===== src/rtl/fd_reg.sv =====
// F->D pipeline register: stall hold, flush bubble, delay-slot flag, saturating stall counter.
// Optional fetch-address check enabled by defining FD_ALIGN_CHECK_EN.
module fd_reg #(
  parameter logic [31:0] RESET_PC = 32'h0000_3000,
  parameter logic [31:0] PC_LO    = 32'h0000_3000,
  parameter logic [31:0] PC_HI    = 32'h0000_6FFC,
  parameter int unsigned CNT_W    = 16
) (
  input  logic             clk,
  input  logic             reset,
  input  logic             stall,
  input  logic             flush,
  input  logic [31:0]      pc_F,
  input  logic [31:0]      instr_F,
  input  logic             jump_D,
  output logic [31:0]      pc_D,
  output logic [31:0]      instr_D,
  output logic             valid_D,
  output logic             bd_D,
  output logic [4:0]       exc_D,
  output logic [5:0]       op_D,
  output logic [4:0]       rs_D,
  output logic [4:0]       rt_D,
  output logic [4:0]       rd_D,
  output logic [5:0]       funct_D,
  output logic [15:0]      imm_D,
  output logic [25:0]      j_address_D,
  output logic [CNT_W-1:0] stall_cnt
);

  localparam int unsigned EXC_W    = 5;
  localparam logic [4:0]  EXC_NONE = 5'd0;
  localparam logic [4:0]  EXC_ADEL = 5'd4;

  // Instruction actually captured on a load edge, and its fetch exception code.
  logic [31:0]      instr_load;
  logic [EXC_W-1:0] exc_load;

`ifdef FD_ALIGN_CHECK_EN
  logic addr_bad;
  logic [EXC_W-1:0] exc_q;

  always_comb begin
    addr_bad   = (pc_F[1:0] != 2'b00) || (pc_F < PC_LO) || (pc_F > PC_HI);
    instr_load = addr_bad ? 32'h0 : instr_F;
    exc_load   = addr_bad ? EXC_ADEL : EXC_NONE;
  end

  always_ff @(posedge clk) begin
    if (reset) begin
      exc_q <= EXC_NONE;
    end else if (!stall) begin
      exc_q <= flush ? EXC_NONE : exc_load;
    end
  end

  assign exc_D = exc_q;
`else
  always_comb begin
    instr_load = instr_F;
    exc_load   = EXC_NONE;
  end

  assign exc_D = exc_load;
`endif

  // Main D-stage registers; stall beats flush, flush beats load.
  always_ff @(posedge clk) begin
    if (reset) begin
      pc_D    <= RESET_PC;
      instr_D <= 32'h0;
      valid_D <= 1'b0;
      bd_D    <= 1'b0;
    end else if (!stall) begin
      pc_D <= pc_F;
      if (flush) begin
        instr_D <= 32'h0;
        valid_D <= 1'b0;
        bd_D    <= 1'b0;
      end else begin
        instr_D <= instr_load;
        valid_D <= 1'b1;
        bd_D    <= jump_D && valid_D;
      end
    end
  end

  // Counts stalled cycles of real instructions; sticks at all-ones.
  always_ff @(posedge clk) begin
    if (reset) begin
      stall_cnt <= '0;
    end else if (stall && valid_D && (stall_cnt != {CNT_W{1'b1}})) begin
      stall_cnt <= stall_cnt + CNT_W'(1);
    end
  end

  assign op_D        = instr_D[31:26];
  assign rs_D        = instr_D[25:21];
  assign rt_D        = instr_D[20:16];
  assign rd_D        = instr_D[15:11];
  assign funct_D     = instr_D[5:0];
  assign imm_D       = instr_D[15:0];
  assign j_address_D = instr_D[25:0];

  // Legal-fetch window must be well formed and word aligned.
  a_pc_range: assert property (@(posedge clk) disable iff (reset)
    (PC_LO <= PC_HI) && (PC_LO[1:0] == 2'b00) && (PC_HI[1:0] == 2'b00));

endmodule


===== config.mk =====
export PLATFORM = sky130hd
export DESIGN_NAME = fd_reg
export DESIGN_NICKNAME = d
export VERILOG_FILES = /design/src/rtl/fd_reg.sv
export SDC_FILE = /design/constraint.sdc
export NUM_CORES = 1
export LEC_CHECK = 0
export BUFFER_PORTS_ARGS = -buffer_cell sky130_fd_sc_hd__buf_2
export CORE_MARGIN = 1
export CORE_UTILIZATION = 43
export DETAILED_ROUTE_END_ITERATION = 10
export GPL_TIMING_DRIVEN = 1
export PLACE_DENSITY = 0.8
export SYNTH_ARGS = -nofsm -noshare
export SYNTH_HDL_FRONTEND = slang
export SYNTH_SLANG_ARGS = --single-unit

===== constraint.sdc =====
create_clock -name clk -period 2.2 [get_ports clk]
set_input_delay 0.22 -clock clk [delete_from_list [all_inputs] [get_ports clk]]
set_output_delay 0.22 -clock clk [all_outputs]
set_load 0.03 [all_outputs]

# Word-level counts from Yosys, hierarchy flattened
# Cells that the tools add are included.
[word_totals]
reg_bits = 82
out_inout_bits = 156
elab_cells = 13
[classes]
n_addsub = 1
eq_ne = 1
muxes = 3
n_reduce_logical = 3
[ops]
columns = ["operator", "count"]
rows = [
  ["2-to-1 mux 32 bit", 1],
  ["adder 16 x 1 -> 16 bit, second input constant", 1],
  ["inequality test 16 bit, second input constant", 1],
  ["logical AND 1 bit", 3],
  ["2-to-1 mux 1 bit", 2],
]

# Depth between registers and ports, before layout
[depth]
ltp_word = 2
mapped_depth = 6
mapped_depth_nobuf = 5

# Worst setup path after synthesis
# OpenSTA, ideal clock, no wires.
[synth_path]
path_kind = "flip-flop to flip-flop"
startpoint = "register stall_cnt[1]"
endpoint = "register stall_cnt[7]"
setup_time_ns = 0.121
t_arrival_ns = 1.722
required_ns = 2.079
slack_ns = 0.357
stages_incl_launch_ff = 6
cell_sequence = "dfxtp_1 > ha_1 > nand3_1 > nor2_1 > a211oi_1 > mux2_2"
[synth_via]
elab_chain_cells = 2
[synth_lines]
columns = ["element", "line", "rtl"]
rows = [
  ["start, declared", "28", "output logic [CNT_W-1:0] stall_cnt"],
  ["start signal, assigned", "93", "stall_cnt <= stall_cnt + CNT_W'(1);"],
  ["branches (longest 2 deep; another with adder 16 x 1 -> 16 bit)", "--", ""],
]
# Parallel ways; which one is timed is not known.
# A chain may end at the register's enable or synchronous reset.

# Worst setup path in the final report
# Ends and elaborated chain as after synthesis.

==> impl_metrics.env <==
export IMPL_synthToLayoutAreaGrowth_pct=23.5
export IMPL_worst_slack_ps=348
export IMPL_drive_gt1_share_pct=45.7
export IMPL_holdPathEnd="pc_D[12]"
export IMPL_numCtsBuffers=9
export IMPL_tritoncts="done"
export IMPL_grt_use_total_pct=18.7
export IMPL_synthTopCellsByCount="dfxtp_1, buf_4, nor2_1"
export IMPL_synth_area_leaders="dfxtp_1, buf_4, mux2i_1"
export IMPL_place_inst=639
export IMPL_wl_um=8970
export IMPL_finalSetupTns_ps=0
export IMPL_synth_edff_count=0
export IMPL_final_cells=654
export IMPL_syn_avg_cell_area_um2=9.27
export IMPL_antenna_found_initial=0
export IMPL_r2r_end="stall_cnt[7]"
export IMPL_max_freq_mhz=540
export IMPL_total_power_mw=3.43
export IMPL_drtIter0Drc=98
export IMPL_rsz0062_at_grt="false"
export IMPL_first_pass_iters=4
export IMPL_critPathLaunchType="register"
export IMPL_fin_skew_ps=5.37
export IMPL_reg2reg_slack_ps=350
export IMPL_finalHoldViolations=0
export IMPL_syn_cell_area_um2=3730
export IMPL_yosys_area_top_type="dfxtp_1"
export IMPL_holdWs_ps=90.7
export IMPL_end_kind="register"
export IMPL_grt_pass1_wl_um=13100
export IMPL_clk_pin_slew_ps=80
export IMPL_die_h_um=95.1
export IMPL_maxCapViolCount=0
export IMPL_drc=0
export IMPL_dieArea_um2=9040
export IMPL_core_rowCount=33
export IMPL_holdCritPathClass="input pin to register"
export IMPL_ys_types=43
export IMPL_final_area_um2=4600
export IMPL_reg2reg_from="stall_cnt[1]"
export IMPL_grt_start_max_net_pins=40
export IMPL_cts_sinks=82
export IMPL_synth_cells=402
export IMPL_critPathKind="register to register"
export IMPL_finalCritPeriodShare_pct=84.2
export IMPL_synth_main_ff_cell="dfxtp_1"
export IMPL_synth_async_sr_flop_share_pct=0
export IMPL_worstHoldStart="pc_F[12]"
export IMPL_cp_data_required_time_ps=2430
export IMPL_period_needed_ps=1850
export IMPL_gp_congestion=0.833
export IMPL_cts_buffer_depth=2
export IMPL_setup_viol=0
export IMPL_grt_overflow=0
export IMPL_worstSkewPairLatency_ps=340
export IMPL_ios=225
export IMPL_cp_max_fo=7
export IMPL_dp_worst_setup_slack_ps=365
export IMPL_n_antenna_cell=0
export IMPL_ys_warnings_count=0
export IMPL_tightest_slew_ps=859
export IMPL_arrival_ps=2080
export IMPL_vias=3257
export IMPL_drv_slew=0
export IMPL_post_drt_via_cell_ratio=4.98
export IMPL_antenna_left=0
export IMPL_powerDensity_nw_per_um2=745
export IMPL_yosys_area_top_type_share_pct=44.0
export IMPL_io_buffers=219
export IMPL_finalNetCount=615
export IMPL_status="completed"
export IMPL_cts_setup_buffers=0
export IMPL_htreeDepth=3
export IMPL_final_util_pct=55.5
export IMPL_wl_per_cell_um=13.7
export IMPL_yosysSeqAreaShare_pct=44.0
export IMPL_synth_seq_cells=82
export IMPL_postCtsHoldBufs=0
export IMPL_fillCellCount=779
export IMPL_p_leak_nw=2.45
export IMPL_fp_dieW_um=95.1
export IMPL_hold_depth=3
export IMPL_initial_core_util_pct=44.9
export IMPL_cts_resized=0
export IMPL_grt_pass1_vias=2861
export IMPL_synth_most_common_cell="dfxtp_1"
export IMPL_slew_headroom_pct=42.7
export IMPL_dpl_hpwl_um=6690
export IMPL_core_area_um2=8300
export IMPL_place_area_um2=4360
export IMPL_vdd_drop_max_uv=329
export IMPL_r2r_cells=5
export IMPL_clockRootBuffer="clkbuf_8"
==> power breakdown <==
| group | switching [mW] | internal, mW | total (mW) |
|---|---|---|---|
| Sequential | 0.0429 | 1.54 | 1.59 |
| Clock | 0.508 | 0.777 | 1.28 |
| Combinational | 0.382 | 0.178 | 0.559 |
==> cells by family (layout without fill, tap and decap cells) <==
family / count (synthesis) / after routing / share of synthesized area, %
compound gates: 56 / 56 / 10.9
fa+ha+maj: 1 / 1 / 0.336
buf+inv: 100 / 243 / 17.8
flops: 82 / 82 / 44.0
mux: 38 / 38 / 10.3
other cells: 1 / 5 / 0.101
simple gates: 124 / 124 / 16.5
==> how the worst max path moves through the flow <==
stage / endpoint / from / cells past startpoint
final: stall_cnt[7] / stall_cnt[1] / 5
after global routing: stall_cnt[5] / stall_cnt[1] / 5
after floorplan: stall_cnt[7] / stall_cnt[1] / 5
after CTS: stall_cnt[7] / stall_cnt[1] / 5
after detailed placement: stall_cnt[7] / stall_cnt[1] / 5
after global placement: stall_cnt[7] / stall_cnt[1] / 5
==> placed cells by master, fill, tap and decap left out, drive strengths merged, types with 2 or more instances in the layout <==
master and count:
o41ai 2, nand4 5, and3 3, dfxtp 82, conb 5, a211oi 3, bufinv 3, a21oi 8
mux2i 34, nand2 11, inv 4, a22oi 32, or4 3, nor3b 3, nor2b 5, clkbuf 10
o31ai 2, nor2 76, mux2 4, buf 224, nand3 8, nor3 4, o21ai 2
==> worst max-delay path, stage by stage, from the launching register on <==
cell and delay [ps]:
dfxtp_1 470, ha_1 370, nand3_1 110, nor2_1 370, a211oi_1 150, mux2_2 280
==> registers in the layout (all words and copies together), names as in the netlist <==
name and flops:
bd_D 1, instr_D 32, pc_D 32, stall_cnt 16, valid_D 1
==> area by class of cell <==
type                    count  area [µm²]  share of cell area (%)
flip-flops and latches     82        1640                    35.7
well taps                 105         131                    2.85
clock inverters             5         103                    2.23
clock buffers              10         138                    2.99
inverters                   4        15.0                   0.326
repair buffers            224        1130                    24.6
multi-input cells         224        1440                    31.3
==> metal layers <==
| metal | vias to the layer above | GRT usage, % | share of wire (%) |
|---|---|---|---|
| met5 | - | 0 | 0 |
| met4 | 0 | 7.20 | 1.2 |
| met3 | 12 | 4.47 | 7.0 |
| met2 | 150 | 33.8 | 52 |
| met1 | 1509 | 21.0 | 40 |
| li1 | 1586 | - | - |
Note: power is estimated with default switching activity, not from simulation.
